<file path="src/rtl/huff_tree_if.sv">
// Handshake bundle between the tree builder and its neighbours.
//   Input side : serial tree bits (in_bit/in_valid/in_ready).
//   Output side: decode-table writes (out_code/out_len/out_addr/out_valid/out_ready).
// Modports: slave = tree builder, master = bit source / table sink.
interface huff_tree_if #(
  parameter int SYM_W   = 4,
  parameter int MAX_LEN = 16,
  parameter int LEN_W   = 5
) ();
  logic               in_bit;
  logic               in_valid;
  logic               in_ready;
  logic [MAX_LEN-1:0] out_code;
  logic [LEN_W-1:0]   out_len;
  logic [SYM_W-1:0]   out_addr;
  logic               out_valid;
  logic               out_ready;

  modport slave (
    input  in_bit, in_valid, out_ready,
    output in_ready, out_code, out_len, out_addr, out_valid
  );

  modport master (
    output in_bit, in_valid, out_ready,
    input  in_ready, out_code, out_len, out_addr, out_valid
  );
endinterface

</file>
<file path="src/rtl/huff_tree_builder.sv">
// Decodes a serial preorder Huffman tree description into one {symbol, code, length}
//   decode-table write per leaf. Latency: a write is offered the cycle after the last
//   symbol bit is taken. Backpressure: in_ready drops while a write waits on out_ready.
// Ports: CLK, Reset (async, active-low), EN (synchronous hold), clear (synchronous restart,
//   ignores EN), bus (huff_tree_if.slave: bit input + table-write output), leaf_cnt, done, error.
// Option: define HUFF_DUP_CHECK_EN to reject trees that name the same symbol twice.
module huff_tree_builder #(
  parameter int SYM_W   = 4,
  parameter int MAX_LEN = 16,
  parameter int LEN_W   = 5
) (
  input  logic           CLK,
  input  logic           Reset,
  input  logic           EN,
  input  logic           clear,
  huff_tree_if.slave     bus,
  output logic [SYM_W:0] leaf_cnt,
  output logic           done,
  output logic           error
);

  localparam int ALPHA = 1 << SYM_W;
  localparam int BC_W  = $clog2(SYM_W + 1);

  typedef enum logic [2:0] {
    TRAVERSE,
    SYMBOL,
    EMIT,
    DONE,
    ERROR
  } state_t;

  state_t             state_q, state_d;
  logic [MAX_LEN-1:0] code_q, code_d;
  logic [LEN_W-1:0]   len_q, len_d;
  logic [SYM_W-1:0]   sym_q, sym_d;
  logic [BC_W-1:0]    bcnt_q, bcnt_d;
  logic [SYM_W:0]     cnt_q, cnt_d;
`ifdef HUFF_DUP_CHECK_EN
  logic [ALPHA-1:0]   seen_q, seen_d;
`endif

  logic               in_ready_w;
  logic               take_bit;
  logic               take_out;
  logic [SYM_W-1:0]   sym_full;
  logic [LEN_W-1:0]   ones;
  logic               in_run;

  // Gating with Reset keeps in_ready low while reset is asserted, like every other output.
  assign in_ready_w = Reset && EN && (state_q == TRAVERSE || state_q == SYMBOL);
  assign take_bit   = bus.in_valid && in_ready_w;
  assign take_out   = EN && (state_q == EMIT) && bus.out_ready;

  always_comb begin
    state_d  = state_q;
    code_d   = code_q;
    len_d    = len_q;
    sym_d    = sym_q;
    bcnt_d   = bcnt_q;
    cnt_d    = cnt_q;
`ifdef HUFF_DUP_CHECK_EN
    seen_d   = seen_q;
`endif
    sym_full = SYM_W'({sym_q, bus.in_bit});

    // Trailing ones of the code. Bits above len are always zero, so the count never
    // exceeds len, and ones == len means the path is all right-turns (tree closed).
    ones   = '0;
    in_run = 1'b1;
    for (int i = 0; i < MAX_LEN; i++) begin
      if (in_run && code_q[i]) begin
        ones = ones + LEN_W'(1);
      end else begin
        in_run = 1'b0;
      end
    end

    if (clear) begin
      state_d = TRAVERSE;
      code_d  = '0;
      len_d   = '0;
      sym_d   = '0;
      bcnt_d  = '0;
      cnt_d   = '0;
`ifdef HUFF_DUP_CHECK_EN
      seen_d  = '0;
`endif
    end else begin
      case (state_q)
        TRAVERSE: begin
          if (take_bit) begin
            if (!bus.in_bit) begin
              // Internal node: descend left.
              if (len_q == LEN_W'(MAX_LEN)) begin
                state_d = ERROR;
              end else begin
                code_d = code_q << 1;
                len_d  = len_q + LEN_W'(1);
              end
            end else if (cnt_q == ALPHA[SYM_W:0]) begin
              state_d = ERROR;
            end else begin
              state_d = SYMBOL;
              sym_d   = '0;
              bcnt_d  = '0;
            end
          end
        end

        SYMBOL: begin
          if (take_bit) begin
            sym_d  = sym_full;
            bcnt_d = bcnt_q + BC_W'(1);
            if (bcnt_q == BC_W'(SYM_W - 1)) begin
`ifdef HUFF_DUP_CHECK_EN
              if (seen_q[sym_full]) begin
                state_d = ERROR;
              end else begin
                state_d          = EMIT;
                seen_d[sym_full] = 1'b1;
              end
`else
              state_d = EMIT;
`endif
            end
          end
        end

        EMIT: begin
          if (take_out) begin
            cnt_d = cnt_q + (SYM_W + 1)'(1);
            if (ones == len_q) begin
              state_d = DONE;
            end else begin
              // Climb past the finished right subtrees, then step to the right sibling.
              code_d  = (code_q >> ones) | MAX_LEN'(1);
              len_d   = len_q - ones;
              state_d = TRAVERSE;
            end
          end
        end

        default: ;
      endcase
    end
  end

  always_ff @(posedge CLK or negedge Reset) begin
    if (!Reset) begin
      state_q <= TRAVERSE;
      code_q  <= '0;
      len_q   <= '0;
      sym_q   <= '0;
      bcnt_q  <= '0;
      cnt_q   <= '0;
`ifdef HUFF_DUP_CHECK_EN
      seen_q  <= '0;
`endif
    end else begin
      state_q <= state_d;
      code_q  <= code_d;
      len_q   <= len_d;
      sym_q   <= sym_d;
      bcnt_q  <= bcnt_d;
      cnt_q   <= cnt_d;
`ifdef HUFF_DUP_CHECK_EN
      seen_q  <= seen_d;
`endif
    end
  end

  // code/len/sym are frozen in EMIT, so they serve directly as the table-write payload.
  assign bus.in_ready  = in_ready_w;
  assign bus.out_valid = (state_q == EMIT);
  assign bus.out_code  = code_q;
  assign bus.out_len   = len_q;
  assign bus.out_addr  = sym_q;
  assign leaf_cnt      = cnt_q;
  assign done          = (state_q == DONE);
  assign error         = (state_q == ERROR);

endmodule

</file>
<file path="src/flat_wrapper.sv">
// flat-port wrapper written by rule: the top's interface ports become plain ports
module huff_tree_builder_flat 
#(
  parameter int SYM_W   = 4,
  parameter int MAX_LEN = 16,
  parameter int LEN_W   = 5
)
  (CLK, Reset, EN, clear, leaf_cnt, done, error, bus_in_bit, bus_in_valid, bus_out_ready, bus_in_ready, bus_out_code, bus_out_len, bus_out_addr, bus_out_valid);
  huff_tree_if #(.SYM_W(SYM_W), .MAX_LEN(MAX_LEN), .LEN_W(LEN_W)) bus_i ();
  input  logic CLK;
  input  logic Reset;
  input  logic EN;
  input  logic clear;
  output logic [SYM_W:0] leaf_cnt;
  output logic done;
  output logic error;
  input wire logic [$bits(bus_i.in_bit)-1:0] bus_in_bit;
  input wire logic [$bits(bus_i.in_valid)-1:0] bus_in_valid;
  input wire logic [$bits(bus_i.out_ready)-1:0] bus_out_ready;
  output wire logic [$bits(bus_i.in_ready)-1:0] bus_in_ready;
  output wire logic [$bits(bus_i.out_code)-1:0] bus_out_code;
  output wire logic [$bits(bus_i.out_len)-1:0] bus_out_len;
  output wire logic [$bits(bus_i.out_addr)-1:0] bus_out_addr;
  output wire logic [$bits(bus_i.out_valid)-1:0] bus_out_valid;
  assign bus_i.in_bit = bus_in_bit;
  assign bus_i.in_valid = bus_in_valid;
  assign bus_i.out_ready = bus_out_ready;
  assign bus_in_ready = bus_i.in_ready;
  assign bus_out_code = bus_i.out_code;
  assign bus_out_len = bus_i.out_len;
  assign bus_out_addr = bus_i.out_addr;
  assign bus_out_valid = bus_i.out_valid;
  huff_tree_builder #(.SYM_W(SYM_W), .MAX_LEN(MAX_LEN), .LEN_W(LEN_W)) u_core (.CLK(CLK), .Reset(Reset), .EN(EN), .clear(clear), .bus(bus_i), .leaf_cnt(leaf_cnt), .done(done), .error(error));
endmodule
</file>
<file path="config.mk">
export PLATFORM = sky130hd
export DESIGN_NAME = huff_tree_builder_flat
export DESIGN_NICKNAME = d
export VERILOG_FILES = /design/src/rtl/huff_tree_if.sv /design/src/rtl/huff_tree_builder.sv /design/src/flat_wrapper.sv
export SDC_FILE = /design/constraint.sdc
export NUM_CORES = 1
export LEC_CHECK = 0
export CAP_MARGIN = 20
export CORE_UTILIZATION = 40
export CTS_CLUSTER_SIZE = 40
export DETAILED_ROUTE_END_ITERATION = 6
export PLACE_DENSITY = 0.58
export SYNTH_ARGS = -nofsm -noshare
export SYNTH_HDL_FRONTEND = slang
export SYNTH_SLANG_ARGS = --single-unit
</file>
<file path="constraint.sdc">
create_clock -name CLK -period 9.3 [get_ports CLK]
set_input_delay 2.325 -clock CLK [delete_from_list [all_inputs] [get_ports CLK]]
set_output_delay 2.325 -clock CLK [all_outputs]
set_load 0.005 [all_outputs]
</file>
==> results.md, run 1 <==
* CP Launch Type: flip-flop
* Top Ports at 41
* Power per Cell Area at 184 mW/mm^2
* N_diodes at 0
* Layout cells sized above 1 at 0.0870
* Buffers on Ports at 40
* DPL Wire Length at 8970 microns
* Ys flop type: dfrtp_1
* CTS sink count at 36
* PnR worst setup slack at between 0.7 and 0.8 ns
* Rel. slew slack at 0.397
* Initial antenna violation count at 0
* Final Hold Violating Endpoints at 0
* Netlist Area Pre-Place at 0.00441 sq mm
* Post-Syn Instances at 557
* Critical Path Max Stage Delay at between 0.5 and 0.6 ns
* Max Slew Vio Count at 0
* Final min period at 8.53 ns
* CP Data Required Time at 9.48 ns
* Critical path's slowest cell: dfrtp_1
* Die Span Y at 107 microns
* Outcome: finished clean
* Fillers at 1,050
* Worst hold slack at 0.487 ns
* Synth cell types at between 70 and 80
* Maximum vdd drop at 0.0949 mV
* Iteration-0 DRC Markers at around 230
* Gpl congestion at 0.855
* Seq/Total Area, Yosys at 0.204
* Fin crit share at 0.917
* Min-Delay Path Class: reg2reg
* Total gr overflow at 0
* Critical Path End Type: flip-flop
* Met2 wire len at 5510 microns
* Setup TNS at 0 ns
* Syn Area/Cell at 7.92 sq um
* Area Growth Syn to Fin at 12.4%
* Clock Tree Root: clkbuf_8
* Finish-stage setup viols at 0
* Hold Crit Depth at 1
* FFs w/ async S/R, synth at 1.00
* Yosys reg bits at 36
* Slew @ Worst Pin at 0.898 ns
* Residual DRC at 0
* Vias in the first global route at around 4,100
* Total Routing Usage GR at 0.223
* Met3 Routed Length at 435 microns
* Starting Density at 0.420
* Clk_skew at 0.0117 ns
* Num CTS Buffers at 5
* YS warnings at 0
* DR top layer: met4
* Buffer count from post-CTS setup fixing at 0
* Via density per instance at 5.75
* Row count at 37
* Die X at 107 microns
* CTS tree: yes
* Leakage at between 0.002 and 0.0025 uW
* Vias post-DR at 4,091
* Maximum clock frequency at 0.117 GHz
* Final Core Density at 0.471
* Max Buffers Root-to-Sink at 2
* Cell mode on critical path: ha_1
* Nets at 605
* Unrepaired setup endpoints after global routing: false
* Critical path type: reg2reg
* Number of synthesized flops with an enable pin at 0
* Total Power at about 910 uW
* Die area at about 0.011 sq mm
* Crit-path max FO at 18
* Resized cells post-CTS at 0
* Hold buffers post-CTS at 0
* Routed wire length at 11,800 microns
* Max cap viols at 0
* H-tree depth at 2
* Largest net degree at the start of global routing at 38
* Reg2reg path depth at 41
* Core box area at 0.0105 sq mm
* Arr. time, crit path at ~8.7 ns
* Dpl ws at 0.853 ns
* Worst-Skew Late Latency at 0.30 ns
* First-pass GRT wire length at 20,500 microns
* DRT Pass-1 Iters at 4
* Syn_nets at 588
* WL met1 at between 5000 and 6000 microns
* Routed Antenna Nets at 0
* Drt wl/cell at 16.6 microns
* Worst-path clk slew at 0.08 ns
[stage by stage]
stage | area, sq um | cells
after floorplan | 4410 | 557
after global placement | 4850 | 702
after detailed placement | 4850 | 702
after CTS | 4940 | 710
after global routing | 4950 | 711
final | 4950 | 711
[routing by layer]
layer / vias to the layer above / global-route usage
met2: 78 / 0.365
met1: 1957 / 0.306
met4: 0 / 0.0597
met3: 14 / 0.0310
li1: 2042 / -
met5: - / 0
[worst max-delay path, delay by kind of cell, from the launching register on]
kind                     cells  cell delay [ns]
AO/OA/AOI/OAI               11             2.33
XOR/XNOR                     2             0.39
adder cells (fa/ha/maj)      8             2.18
flip-flops                   1             0.58
multiplexers                 6             1.01
AND/OR/NAND/NOR             14             1.92
[final timing paths]
kind | from | to | slack, ns
worst max-delay path | u_core.bus.out_code[3] | u_core.bus.out_code[13] | 0.77
worst min-delay path | u_core.bcnt_q[0] | u_core.bcnt_q[0] | 0.49
worst max register to register | u_core.bus.out_code[3] | u_core.bus.out_code[13] | 0.77
worst min register to register | u_core.bcnt_q[0] | u_core.bcnt_q[0] | 0.49
max in group asynchronous | Reset | u_core.bus.out_code[1] | 6.63
min in group asynchronous | Reset | u_core.bus.out_len[0] | 2.13
[final cells by class]
class / count / area (sq um) / area share
sequential: 36 / 901 / 0.182
clock buffer: 6 / 82.6 / 0.0167
clock inverter: 2 / 10.0 / 0.00202
multi-input combinational: 455 / 3240 / 0.654
inverter: 31 / 116 / 0.0235
timing repair buffer: 45 / 437 / 0.0881
tap: 136 / 170 / 0.0343
[kinds of logic after synthesis]
kind of cell    share of synthesized area
compound gates                      0.221
mux                                 0.110
xor+xnor                           0.0917
buf+inv                            0.0621
flops                               0.204
simple gates                        0.236
fa+ha+maj                          0.0743
[sequential cells by signal, summed over array words and instances, names as in the netlist]
signal / flops
u_core.bus.out_addr: 4
u_core.bcnt_q: 3
u_core.bus.out_code: 16
u_core.bus.out_len: 5
u_core.state_q: 3
u_core.leaf_cnt: 5
[cell usage in the layout, fill, tap and decap left out, types with 5 or more instances in the layout]
cell             instances
o211ai_1                 7
nor2_1                  49
clkbuf_8                 6
or3_1                    5
mux2_2                  13
inv_1                   30
o21ai_1                  5
mux2i_1                 28
o21ai_0                 33
xnor2_1                 18
nand4_1                 10
nand2_1                 51
nor3_1                   9
clkdlybuf4s50_1         39
a21o_1                   6
and3_1                   9
ha_1                    23
dfrtp_1                 36
xor2_1                  13
a21oi_1                 43
and2_1                   8
nand3_1                 22
a211oi_1                 5
o22a_1                  12
[power breakdown]
part,switching [uW],internal (uW),total (uW),leakage [uW]
Sequential,130,193,323,0.000478
Combinational,234,231,466,0.00167
Clock,61.7,59.2,121,0.0000510
[cell usage after synthesis (all sizes together) (2+ instances only)]
master / count / area, sq um
a21o: 6 / 45.0
xnor3: 3 / 67.6
o2111ai: 2 / 17.5
nor3b: 4 / 35.0
o211ai: 7 / 52.6
nand3: 22 / 110
a211oi: 6 / 57.6
a21bo: 2 / 20.0
and2: 9 / 56.3
xnor2: 21 / 206
o31ai: 3 / 27.5
xor2: 14 / 130
clkbuf: 20 / 75.1
buf: 15 / 82.6
o22a: 12 / 105
nor2: 52 / 216
dfrtp: 36 / 901
maj3: 2 / 20.0
inv: 30 / 113
nand3b: 4 / 30.0
nor3: 10 / 55.1
o31a: 3 / 26.3
and3: 9 / 56.3
nor4: 3 / 40.0
nand2: 51 / 191
a211o: 4 / 35.0
nor2b: 3 / 18.8
nand2b: 3 / 18.8
o21a: 4 / 30.0
a21oi: 43 / 215
o21ai: 39 / 199
mux2i: 29 / 290
nand4: 11 / 83.8
and4: 4 / 35.0
a21boi: 2 / 15.0
or3: 5 / 31.3
a31oi: 3 / 18.8
mux2: 17 / 195
ha: 23 / 288
(Power assumes the default switching activity.)
==> run 2, diff against run 1 <==
--- a/config.mk
+++ b/config.mk
@@ -9,6 +9,7 @@
 export CORE_UTILIZATION = 40
 export CTS_CLUSTER_SIZE = 40
 export DETAILED_ROUTE_END_ITERATION = 6
+export HOLD_SLACK_MARGIN = 0.1
 export PLACE_DENSITY = 0.58
 export SYNTH_ARGS = -nofsm -noshare
 export SYNTH_HDL_FRONTEND = slang
==> results of run 2 <==
No change in the layout: final DEF, timing and power equal those of run 1.
